<file path="src/rtl/mem_fetch_ctrl.sv">
// Memory-port master: runs a PC-driven instruction fetch stream to a consumer
// and merges single-word store requests into the same memory port.
module mem_fetch_ctrl #(
   parameter int                    DATA_WIDTH = 32,
   parameter int                    ADDR_WIDTH = 32,
   parameter logic [ADDR_WIDTH-1:0] RESET_PC   = 32'h0040_0000,
   parameter int                    PC_STEP    = 4
) (
   input  logic                  clk,
   input  logic                  reset,
   input  logic                  start_i,
   input  logic                  stop_i,
   input  logic                  redirect_i,
   input  logic [ADDR_WIDTH-1:0] redirect_addr_i,
   output logic                  instr_valid_o,
   input  logic                  instr_ready_i,
   output logic [DATA_WIDTH-1:0] instr_o,
   output logic [ADDR_WIDTH-1:0] instr_pc_o,
   input  logic                  st_valid_i,
   input  logic [ADDR_WIDTH-1:0] st_addr_i,
   input  logic [DATA_WIDTH-1:0] st_data_i,
   output logic                  st_ready_o,
   output logic [ADDR_WIDTH-1:0] mem_addr_o,
   output logic [DATA_WIDTH-1:0] mem_wdata_o,
   output logic                  mem_we_o,
   input  logic [DATA_WIDTH-1:0] mem_rdata_i,
   output logic                  busy_o,
   output logic [1:0]            dbg_state_o
);

   // Handshakes: a transfer happens on a rising edge where valid and ready are
   // both high. The instruction side holds instr_o/instr_pc_o stable while
   // instr_valid_o is high; the store side expects st_addr_i/st_data_i stable
   // until st_ready_o, which is high exactly in the cycle the write commits.

   typedef enum logic [1:0] {
      IDLE  = 2'd0,
      FETCH = 2'd1,
      HOLD  = 2'd2,
      STORE = 2'd3
   } state_t;

   state_t                state;
   state_t                state_nxt;
   logic                  running;
   logic                  running_nxt;
   logic [ADDR_WIDTH-1:0] pc;
   logic [ADDR_WIDTH-1:0] pc_nxt;
   logic                  instr_valid;
   logic                  valid_nxt;
   logic [DATA_WIDTH-1:0] instr_q;
   logic [DATA_WIDTH-1:0] instr_nxt;
   logic [ADDR_WIDTH-1:0] instr_pc_q;
   logic [ADDR_WIDTH-1:0] ipc_nxt;
   logic [ADDR_WIDTH-1:0] redir_pc;
   logic [ADDR_WIDTH-1:0] pc_inc;

   assign redir_pc = redirect_addr_i & ~ADDR_WIDTH'(3);
   assign pc_inc   = pc + ADDR_WIDTH'(PC_STEP);

   always_ff @(posedge clk or negedge reset) begin
      if (!reset) begin
         state       <= IDLE;
         running     <= 1'b0;
         pc          <= RESET_PC;
         instr_valid <= 1'b0;
         instr_q     <= '0;
         instr_pc_q  <= '0;
      end else begin
         state       <= state_nxt;
         running     <= running_nxt;
         pc          <= pc_nxt;
         instr_valid <= valid_nxt;
         instr_q     <= instr_nxt;
         instr_pc_q  <= ipc_nxt;
      end
   end

   always_comb begin
      state_nxt   = state;
      running_nxt = running;
      pc_nxt      = pc;
      valid_nxt   = instr_valid;
      instr_nxt   = instr_q;
      ipc_nxt     = instr_pc_q;

      case (state)
         IDLE: begin
            if (redirect_i) begin
               pc_nxt = redir_pc;
            end else if (st_valid_i) begin
               // A start arriving with a store is remembered and run after it.
               state_nxt = STORE;
               if (start_i) begin
                  running_nxt = 1'b1;
                  pc_nxt      = RESET_PC;
               end
            end else if (start_i) begin
               running_nxt = 1'b1;
               pc_nxt      = RESET_PC;
               state_nxt   = FETCH;
            end
         end

         FETCH: begin
            if (redirect_i) begin
               pc_nxt    = redir_pc;
               valid_nxt = 1'b0;
            end else begin
               instr_nxt = mem_rdata_i;
               ipc_nxt   = pc;
               valid_nxt = 1'b1;
               pc_nxt    = pc_inc;
               state_nxt = HOLD;
            end
         end

         HOLD: begin
            if (redirect_i) begin
               // Redirect wins even over a same-cycle accept: the word is dropped.
               pc_nxt    = redir_pc;
               valid_nxt = 1'b0;
               state_nxt = FETCH;
            end else if (instr_ready_i) begin
               valid_nxt = 1'b0;
               if (st_valid_i) begin
                  state_nxt = STORE;
               end else if (stop_i || !running) begin
                  running_nxt = 1'b0;
                  state_nxt   = IDLE;
               end else begin
                  state_nxt = FETCH;
               end
            end
         end

         STORE: begin
            if (redirect_i) begin
               pc_nxt    = redir_pc;
               state_nxt = FETCH;
            end else begin
               state_nxt = running ? FETCH : IDLE;
            end
         end

         default: begin
            state_nxt = IDLE;
         end
      endcase

      if (stop_i) begin
         running_nxt = 1'b0;
      end
   end

   // The reset term keeps a store from writing during an asynchronous reset.
   assign mem_we_o      = (state == STORE) && reset;
   assign st_ready_o    = mem_we_o;
   assign mem_addr_o    = (state == STORE) ? st_addr_i : pc;
   assign mem_wdata_o   = (state == STORE) ? st_data_i : '0;
   assign instr_valid_o = instr_valid;
   assign instr_o       = instr_q;
   assign instr_pc_o    = instr_pc_q;
   assign busy_o        = running || (state != IDLE);
   assign dbg_state_o   = state;

endmodule

</file>
<file path="config.mk">
export PLATFORM = sky130hd
export DESIGN_NAME = mem_fetch_ctrl
export DESIGN_NICKNAME = d
export VERILOG_FILES = /design/src/rtl/mem_fetch_ctrl.sv
export SDC_FILE = /design/constraint.sdc
export NUM_CORES = 1
export LEC_CHECK = 0
export ABC_AREA = 1
export ABC_CLOCK_PERIOD_IN_PS = 1700
export CAP_MARGIN = 40
export CORE_UTILIZATION = 38
export CTS_BUF_LIST = sky130_fd_sc_hd__clkbuf_2 sky130_fd_sc_hd__clkbuf_4 sky130_fd_sc_hd__clkbuf_8
export CTS_CLUSTER_DIAMETER = 100
export DETAILED_ROUTE_END_ITERATION = 10
export PLACE_DENSITY = 0.79
export SYNTH_ARGS = -nofsm -noshare
export SYNTH_HDL_FRONTEND = slang
export SYNTH_SLANG_ARGS = --single-unit
</file>
<file path="constraint.sdc">
create_clock -name clk -period 1.7 [get_ports clk]
set_clock_uncertainty 0.05 [all_clocks]
set_input_delay 0.34 -clock clk [delete_from_list [all_inputs] [get_ports clk]]
set_output_delay 0.34 -clock clk [all_outputs]
set_load 0.02 [all_outputs]
</file>
Word level (Yosys, flattened, before mapping)

Index checks and enable logic that the tools add are counted.

Bitwise operators: 1
$add $sub $neg: 1
Muxes and demuxes: 30
Eq/ne operators: 15
Reductions and logical operators: 14

Operators with widths:

| kind                    | number |
|---|---|
| $mux W32                | 6 |
| $pmux W32 S3            | 1 |
| $add A32 B3 Y32 const B | 1 |
| $ne A3 B3 Y1 const B    | 9 |
| $mux W2                 | 7 |
| $mux W1                 | 13 |
| $pmux W2 S4             | 1 |
| $reduce_and A7 Y1       | 1 |
| $reduce_and A2 Y1       | 3 |
| $eq A2 B2 Y1 const B    | 2 |
| $ne A2 B2 Y1 const B    | 2 |
| $pmux W1 S2             | 2 |
| $reduce_and A4 Y1       | 1 |
| $reduce_bool A2 Y1      | 2 |
| $reduce_bool A3 Y1      | 1 |
| $eq A2 B1 Y1 const B    | 1 |
| $logic_not A2 Y1        | 1 |
| $logic_or A1 B1 Y1      | 2 |
| $ne A2 B1 Y1 const B    | 1 |
| $reduce_or A2 Y1        | 1 |
| $logic_and A1 B1 Y1     | 1 |
| $logic_not A1 Y1        | 1 |
| $not A1 Y1              | 1 |

Input port bits: 135
Bits in registers: 100
Word-level logic and storage cells: 67
Output and inout bits: 134

Depth between registers and ports, before layout

Gate-level depths: netlist of run 1.

Depth in word-level cells: 8
Mapped depth: 12
Mapped depth without buffers: 12

Worst setup path after synthesis of run 1

No wires, ideal clock.

Path kind: flip-flop to output port
Start point: reg state[0] (netlist: dbg_state_o[0])
End point: out st_ready_o
Data required time: 1.310 ns
Path buffers: 3
Setup slack: -0.365 ns
Stages on the path, launching flop included: 6
Arrival: 1.675 ns
Path through: dfrtp_1 -> nand2_1 -> buf_2 -> buf_1 -> nor2_1 -> buf_4

Longest elaborated chain between the ends: 2

Ends and longest elaborated chain:

| what                   | RTL line | RTL |
|---|---|---|
| start, declared        | 43       | `state_t state;` |
| start signal, assigned | 70       | `state <= state_nxt;` |
| $eq A2 B2 Y1           | 157      | `assign mem_we_o = (state == STORE) && reset;` |
| $logic_and A1 B1 Y1    | 157      |  |
| end, declared          | 22       | `output logic st_ready_o,` |

Every way passes these cells.

Final worst setup path of run 1

Start point: reg state[1] (netlist: dbg_state_o[1])
End point: out mem_addr_o[3]

Longest elaborated chain between the ends: 2

Ends and longest elaborated chain:

| what          | RTL line | RTL |
|---|---|---|
| $eq A2 B2 Y1  | 159      | `assign mem_addr_o = (state == STORE) ? st_addr_i : pc;` |
| $mux W32      | 159      |  |
| end, declared | 23       | `output logic [ADDR_WIDTH-1:0] mem_addr_o,` |

Every way passes these cells.

==> impl_metrics.ini, run 1 <==
[status]
status = finished with violations
violations = hold timing, setup timing

[finish]
area_growth_pct = 92.6
fin_util = 0.756
final_cells = 1341
drive_gt1_frac = 0.356
nFillCells = 968
antenna_cells = 0
nets = 1293

[yosys]
syn_area_per_cell_um2 = 7.05
synthTopCellsByCount = nand2_1 (241), nor2_1 (115), dfrtp_1 (95), inv_1 (90), a21oi_1 (48)
synth_seq_area_share = 0.437
synthCells = 779
yosysMostFrequentCell = nand2_1
synth_edf_count = 0
synth_top_area_frac = 0.433
synth_warnings = 0
synth_area_leaders = dfrtp_1 (43%), nand2_1 (16%), nor2_1 (7.9%)
synth_ff_type = dfrtp_1
syn_area_mm2 = 0.00549
ys_seq_elements = 96
yosysUniqueCellTypes = 38
async_reset_ff_frac = 1.00
synth_top_area_cell = dfrtp_1

[critical_path]
r2r_setup_slack_ns = -0.24
critPathMaxFanout = 8
critPathCaptureType = output pin
cp-start-kind = register
required_ns = 1.31
arrival_ns = 1.59
crit_type = reg -> out

[clock_network]
clk_latency_ns = 0.39
cts_tree = yes
clock-root-buffer = clkbuf_8
cts_buffers = 9
cts_sinks = 96
hold_buffers = 0
htreeDepth = 3
path_clk_slew_ns = 0.10
cts_buffer_depth = 2

[power]
power_density_mw_per_mm2 = 1710
comb_power_share = 0.673
peakVddDrop_v = 0.00102
pwr-share-clk = 0.090
internal_power_mw = 9.71
leakagePower_nw = 5.20
power.switching_mw = 8.43
swShare = 0.465
seqPwrFrac = 0.237
total_power_mw = 18.1

[global_route]
grt_pass1_vias = 6019
grt_antenna_before_repair = 0
grt_first_pass_wirelength_um = 29000
grt_usage = 0.250
grt_max_degree = 97
gr-total-overflow = 0

[placed_design]
gp_congestion = 0.894
io_buffer_count = 264
dp_hpwl_um = 13700
dp_cells = 1276

[routing]
drtIter0Drc = 448
drt_first_pass_iters = 6
postRouteAntennaNets = 0
wl_um = 23200
drc_errors = 0
via_per_inst = 5.17
avgRoutedWirePerCell_um = 17.3
vias = 6938

[timing]
fin_crit_sh = 1.16
slew_viol_final = 0
setup_tns_ns = -24.63
setup_ws_ns = -0.277
min_period_ns = 1.98
holdWs_ns = -0.0791
fmax_mhz = 506
rsz0062_at_grt = yes
worst_slew_pin_slew_ns = 0.588
hold_viol = 33
relSlewSlack = 0.608
final-setup-viol-count = 162

[floorplanning]
initial_utilization = 0.393
ios = 269
fp-row-count = 43
chipHeight_um = 122
fp.coreArea_mm2 = 0.0140
die_area_mm2 = 0.0149
dieWidth_um = 122

[run]
cap_violations = 0

[min_path]
min_path_type = in -> async
==> stage by stage <==
step,area (µm²),worst slack (ns)
global route,10600,-0.350
global placement,8940,-0.334
CTS,9300,-0.283
finish,10600,-0.277
floorplan,5510,-0.0749
detailed placement,8940,-0.347
==> worst max-delay path, stage by stage, from the launching register on <==
cell and delay [ns]:
dfrtp_2 0.46, nand2_8 0.16, buf_12 0.14, mux2_4 0.30, buf_6 0.13
==> path summary, 6_finish.rpt <==
path	from	end	cells after the start
worst max-delay path	dbg_state_o[1]$_DFFE_PN0P_	mem_addr_o[3]	4
worst min-delay path	reset	pc[29]$_DFFE_PN0P_	2
worst max register to register	dbg_state_o[1]$_DFFE_PN0P_	pc[19]$_DFFE_PN0P_	13
worst min register to register	instr_o[23]$_DFFE_PN0P_	instr_o[23]$_DFFE_PN0P_	2
max in group asynchronous	reset	pc[10]$_DFFE_PN0P_	2
min in group clk	mem_rdata_i[11]	instr_o[11]$_DFFE_PN0P_	3
==> cells by family after synthesis <==
group           share of synthesized area
other cells                      0.000683
fa+ha+maj                         0.00228
compound gates                      0.151
simple gates                        0.307
mux                               0.00205
flops                               0.437
buf+inv                             0.100
==> placed cells by master, fill, tap and decap left out, drive strengths merged <==
cell and n:
nand4 6, buf 195, clkinv 4, dfstp 1
o211ai 11, o22ai 6, nand2 243, clkbuf 23
nand3 30, a21oi 48, o21ai 52, nor3b 1
ha 1, nor3 13, bufinv 1, dlygate4sd2 63
a221o 1, conb 2, clkdlybuf4s50 131, o21bai 1
inv 94, mux2 1, dfrtp 95, o221ai 1
a22oi 14, a31oi 2, nor2 121
==> power groups by stage <==
stage | combinational [mW] | sequential [mW] | clock (mW)
finish | 12.2 | 4.30 | 1.64
floorplan | 3.91 | 4.88 | 0
CTS | 9.91 | 4.00 | 1.63
detailed placement | 9.75 | 4.03 | 0
global route | 12.9 | 4.42 | 1.74
global placement | 9.64 | 4.01 | 0
==> what timing repair did <==
item | 4_1_cts | 5_1_grt
cloned | 4 | 16
setup endpoints to repair | 140 | 165
pin swaps | 13 | 23
setup buffers | 15 | 22
gates resized for setup | 448 | 282
==> layout make-up <==
cell class	count	area (µm²)	share of cell area
repair buffers	401	4060	0.384
well taps	180	225	0.0213
clock inverters	4	52.6	0.00497
multi-input cells	554	3300	0.311
inverters	95	382	0.0361
flip-flops and latches	96	2410	0.228
clock buffers	11	151	0.0143
==> state kept, by name (all words and copies together) (netlist names) <==
name           cells
instr_pc_o        30
dbg_state_o        2
running            1
pc                30
instr_valid_o      1
instr_o           32
==> per-layer routing <==
metal	GRT usage	up-vias	share of wire
met5	0	-	0
met4	0.0663	0	0.042
met3	0.0660	97	0.085
met2	0.410	374	0.50
met1	0.325	3236	0.38
li1	-	3231	-
(Power assumes the default switching activity.)
==> run 2: changes to the inputs <==
TNS_END_PERCENT = 30   (was unset)
==> run 2 against run 1 <==
Via count fell by 6.0%; utilization fell by 5.7 points; the run ends with setup timing left; clock power rose by 6%; largest cell class unchanged.
==> impl_metrics.ini, run 2 (same netlist as run 1, synthesis figures left out) <==
[status]
status = finished with violations
violations = setup timing

[routing]
wl_met3_um = 1720
drtIter0Drc = 325
drc_errors = 0
avgRoutedWirePerCell_um = 15.1
wl_um = 19900
vias = 6521
highest_layer = met4
wl_met2_um = 9660
postRouteAntennaNets = 0
drt_first_pass_iters = 4
met1_length_um = 7980
via_per_inst = 4.96

[global_route]
grt_max_degree = 97
grt_antenna_before_repair = 0
gr-total-overflow = 0
grt_usage = 0.247
grt_pass1_vias = 5904
grt_first_pass_wirelength_um = 28500

[power]
swShare = 0.455
seqPwrFrac = 0.249
total_power_mw = 16.3
comb_power_share = 0.644
power_density_mw_per_mm2 = 1670
pwr-share-clk = 0.107
internal_power_mw = 8.91
peakVddDrop_v = 0.000842
power.switching_mw = 7.42
leakagePower_nw = 4.88

[placed_design]
io_buffer_count = 264
dp_hpwl_um = 13800
gp_congestion = 0.944

[clock_network]
cts_buffers = 9
cts_buffer_depth = 2
cts_tree = yes
clock-root-buffer = clkbuf_8
path_clk_slew_ns = 0.10
cts_sinks = 96
clk_latency_ns = 0.38
htreeDepth = 3

[timing]
fin_crit_sh = 1.15
hold_viol = 0
worst_slew_pin_slew_ns = 0.501
rsz0062_at_grt = yes
final-setup-viol-count = 142
slew_viol_final = 0
relSlewSlack = 0.666
fmax_mhz = 511
min_period_ns = 1.96
setup_ws_ns = -0.257

[finish]
area_growth_pct = 78.0
final_cell_mix = nand2_1 (234), clkdlybuf4s50_1 (131), buf_4 (128)
fin_util = 0.699
antenna_cells = 0
drive_gt1_frac = 0.274
final_common_cell = nand2_1
largest_register_ffs = 32
nets = 1266

[run]
cap_violations = 0

[critical_path]
crit_type = reg -> out
critPathMaxFanout = 11
cp-start-kind = register
r2r_cells = 10
r2r_setup_slack_ns = -0.19
critPathCaptureType = output pin
r2r-end = instr_pc_o[29]$_DFFE_PN0P_
arrival_ns = 1.57
required_ns = 1.31
timing.rr.start = dbg_state_o[1]$_DFFE_PN0P_

[floorplanning]
initial_utilization = 0.393
dieWidth_um = 122
ios = 269
die_area_mm2 = 0.0149
fp.coreArea_mm2 = 0.0140
fp-row-count = 43
chipHeight_um = 122

[min_path]
min_path_type = in -> async
[run 2: cell count changes in the layout (fill, tap and decap cells not counted), moves of 14 or more]
cell     previous run  this run
nor2_2             14        37
nand2_1           166       234
o21ai_0             9        28
o21ai_2            14         0
nand2_2            50         5
nor2_1             87        61
nand2_4            25         2
[run 2: cell type report]
type / instances / area (µm²)
fill: 1080 / 4210
timing repair buffer: 374 / 3600
multi-input combinational: 554 / 2950
sequential: 96 / 2410
inverter: 95 / 372
tap: 180 / 225
clock buffer: 11 / 151
clock inverter: 4 / 76.3
[run 2: worst max-delay path by stage]
stage	from	end	slack, ns	cells after the start
final	dbg_state_o[0]$_DFFE_PN0P_	mem_addr_o[27]	-0.26	5
after global routing	dbg_state_o[0]$_DFFE_PN0P_	mem_addr_o[27]	-0.31	5
after detailed placement	dbg_state_o[0]$_DFFE_PN0P_	mem_addr_o[2]	-0.32	5
after floorplan	dbg_state_o[0]$_DFFE_PN0P_	mem_addr_o[10]	-0.07	4
after global placement	dbg_state_o[0]$_DFFE_PN0P_	mem_addr_o[2]	-0.30	5
after CTS	dbg_state_o[1]$_DFFE_PN0P_	mem_wdata_o[18]	-0.25	5
[run 2: power by group through the flow]
stage | clock network [mW] | logic [mW] | registers (mW)
after floorplan | 0 | 3.90 | 4.88
after CTS | 1.76 | 9.52 | 4.06
after global routing | 1.85 | 11.3 | 4.20
final | 1.74 | 10.5 | 4.07
after global placement | 0 | 9.66 | 4.02
after detailed placement | 0 | 9.79 | 4.06
[run 2: worst max-delay path, stage by stage (launching register included)]
cell     delay [ns]
dfrtp_2        0.50
nand2_8        0.19
buf_12         0.17
nor2_2         0.04
a21oi_1        0.12
buf_4          0.16
[run 2: routing by layer]
metal,GRT usage,vias up
met5,0,-
met1,0.311,3023
met2,0.406,283
met4,0.0983,0
met3,0.0618,34
li1,-,3181
[run 2: repair_timing]
action	in CTS	in global routing
setup buffers	1	11
resized for setup	449	129
endpoints found under the setup margin	135	156
pin swaps	4	23
gates cloned	4	3
hold endpoints to repair	0	0
hold buffers	0	0
[run 2: through the flow]
stage          setup WS [ns]  hold WS, ns  TNS [ns]  cell area [µm²]  cells
6_report              -0.257       0.0140    -21.29             9780   1314
5_1_grt               -0.314       0.0397    -31.42             9780   1314
4_1_cts               -0.252       0.0259    -13.03             9230   1300
3_5_place_dp          -0.320        0.409    -23.26             8990   1280
3_3_place_gp          -0.297        0.403    -20.93             8990   1280
2_1_floorplan        -0.0749     -0.00559     -1.80             5500    780
==> run 3: changes to the inputs <==
SKIP_CTS_REPAIR_TIMING = 1   (was unset)
==> run 3 against run 2 <==
Sequential cell count did not move; largest cell class unchanged; non-clock buffer count fell by 17; cell area fell by 4.7%; hold slack barely moved; the flow still finishes with violations (setup timing); global-route usage fell by 0.93 points; largest power group unchanged; cell count fell by 1.4%; wire length fell by 7.6%; critical path depth did not move; highest routed layer unchanged; power fell by 6.3%; first-iteration DRC count rose by 4.6%; clock power barely moved.
==> impl_metrics.ini, run 3 (same netlist as run 1, synthesis figures left out) <==
[status]
status = finished with violations
violations = setup timing

[floorplanning]
chipHeight_um = 122
die_area_mm2 = 0.0149
dieWidth_um = 122
fp.coreArea_mm2 = 0.0140
ios = 269
initial_utilization = 0.393
fp-row-count = 43

[placed_design]
pre_cts_ws_ns = -0.320
dp_hpwl_um = 13800
io_buffer_count = 264
gp_congestion = 0.944
place_area_mm2 = 0.00899

[timing]
slew_viol_final = 0
rsz0062_at_grt = yes
min_period_ns = 1.91
setup_ws_ns = -0.213
final-setup-viol-count = 68
fin_crit_sh = 1.13
fmax_mhz = 523
hold_viol = 0

[routing]
drt_first_pass_iters = 7
drtIter0Drc = 340
postRouteAntennaNets = 0
via_per_inst = 4.81
drc_errors = 0
wl_um = 18300
vias = 6238
avgRoutedWirePerCell_um = 14.1

[critical_path]
slowest_stage = dfrtp_2
critPathCaptureType = output pin
slowest_delay_ns = 0.45
path_delay_family = flip-flops
cp-start-kind = register
critical_path_buf_inv_count = 2
arrival_ns = 1.52
crit_chain = nand2_8 -> buf_12 -> nor2_1 -> a21oi_1 -> buf_4
required_ns = 1.31
critPathMaxFanout = 18
crit_type = reg -> out

[clock_network]
cts_buffers = 9
cts_sinks = 96
cts_buffer_depth = 2
htreeDepth = 3
clock-root-buffer = clkbuf_8
path_clk_slew_ns = 0.10
cts_tree = yes
clk_latency_ns = 0.38

[global_route]
gr-total-overflow = 0
grt_first_pass_wirelength_um = 27500
grt_antenna_before_repair = 0
grt_usage = 0.238
grt_pass1_vias = 5734
grt_max_degree = 97

[finish]
final_cell_mix = nand2_1 (238), buf_4 (135), clkdlybuf4s50_1 (131)
final_common_cell = nand2_1
area_growth_pct = 69.7
antenna_cells = 0
final_area_mm2 = 0.00932
nFillCells = 1161
seqCellArea_mm2 = 0.00241
multiInputGateArea_mm2 = 0.00263
nets = 1248
largest_register_ffs = 32
drive_gt1_frac = 0.203

[power]
leakagePower_nw = 5.32
power_density_mw_per_mm2 = 1640
peakVddDrop_v = 0.000843

[min_path]
min_path_type = in -> async

[run]
cap_violations = 0
-- run 3: cell type report --
class | instances | share of cell area
inverters | 95 | 0.0391
repair buffers | 357 | 0.372
multi-input cells | 553 | 0.282
flip-flops and latches | 96 | 0.258
clock buffers | 11 | 0.0162
clock inverters | 4 | 0.00819
well taps | 180 | 0.0242
-- run 3: final timing paths --
| check | startpoint | end | slack, ns | cells past startpoint |
|---|---|---|---|---|
| max | dbg_state_o[0]$_DFFE_PN0P_ | mem_addr_o[18] | -0.21 | 5 |
| min | reset | instr_o[31]$_DFFE_PN0P_ | 0.01 | 2 |
| max reg2reg | pc[3]$_DFFE_PN0P_ | pc[22]$_DFFE_PN1P_ | -0.03 | 12 |
| min reg2reg | instr_o[19]$_DFFE_PN0P_ | instr_o[19]$_DFFE_PN0P_ | 0.42 | 2 |
| max in group asynchronous | reset | dbg_state_o[0]$_DFFE_PN0P_ | 1.19 | 2 |
| min in group clk | instr_o[19]$_DFFE_PN0P_ | instr_o[19]$_DFFE_PN0P_ | 0.42 | 2 |
-- run 3: per-layer routing --
| layer | routed length, µm | GRT usage | vias to the layer above |
|---|---|---|---|
| met5 | 0 | 0 | - |
| met4 | 450 | 0.0991 | 0 |
| met3 | 1400 | 0.0558 | 29 |
| met2 | 8650 | 0.384 | 236 |
| met1 | 7840 | 0.305 | 2839 |
| li1 | - | - | 3134 |
-- run 3: stage by stage --
step	instances	hold slack [ns]	power (mW)	setup TNS, ns	utilization
2_1_floorplan	780	-0.00559	8.78	-1.80	-
4_1_cts	1295	0.0259	15.6	-45.80	0.659
3_5_place_dp	1280	0.409	13.8	-23.26	0.643
5_1_grt	1296	0.0410	16.4	-15.02	0.666
3_3_place_gp	1280	0.403	13.7	-20.93	0.643
6_report	1296	0.0142	15.3	-7.79	0.666
-- run 3: report_power, final --
| part | leakage (nW) | internal [mW] | switching (mW) |
|---|---|---|---|
| Sequential | 1.19 | 3.31 | 0.716 |
| Combinational | 4.02 | 4.25 | 5.29 |
| Clock | 0.112 | 0.907 | 0.821 |
| Total | 5.32 | 8.48 | 6.82 |
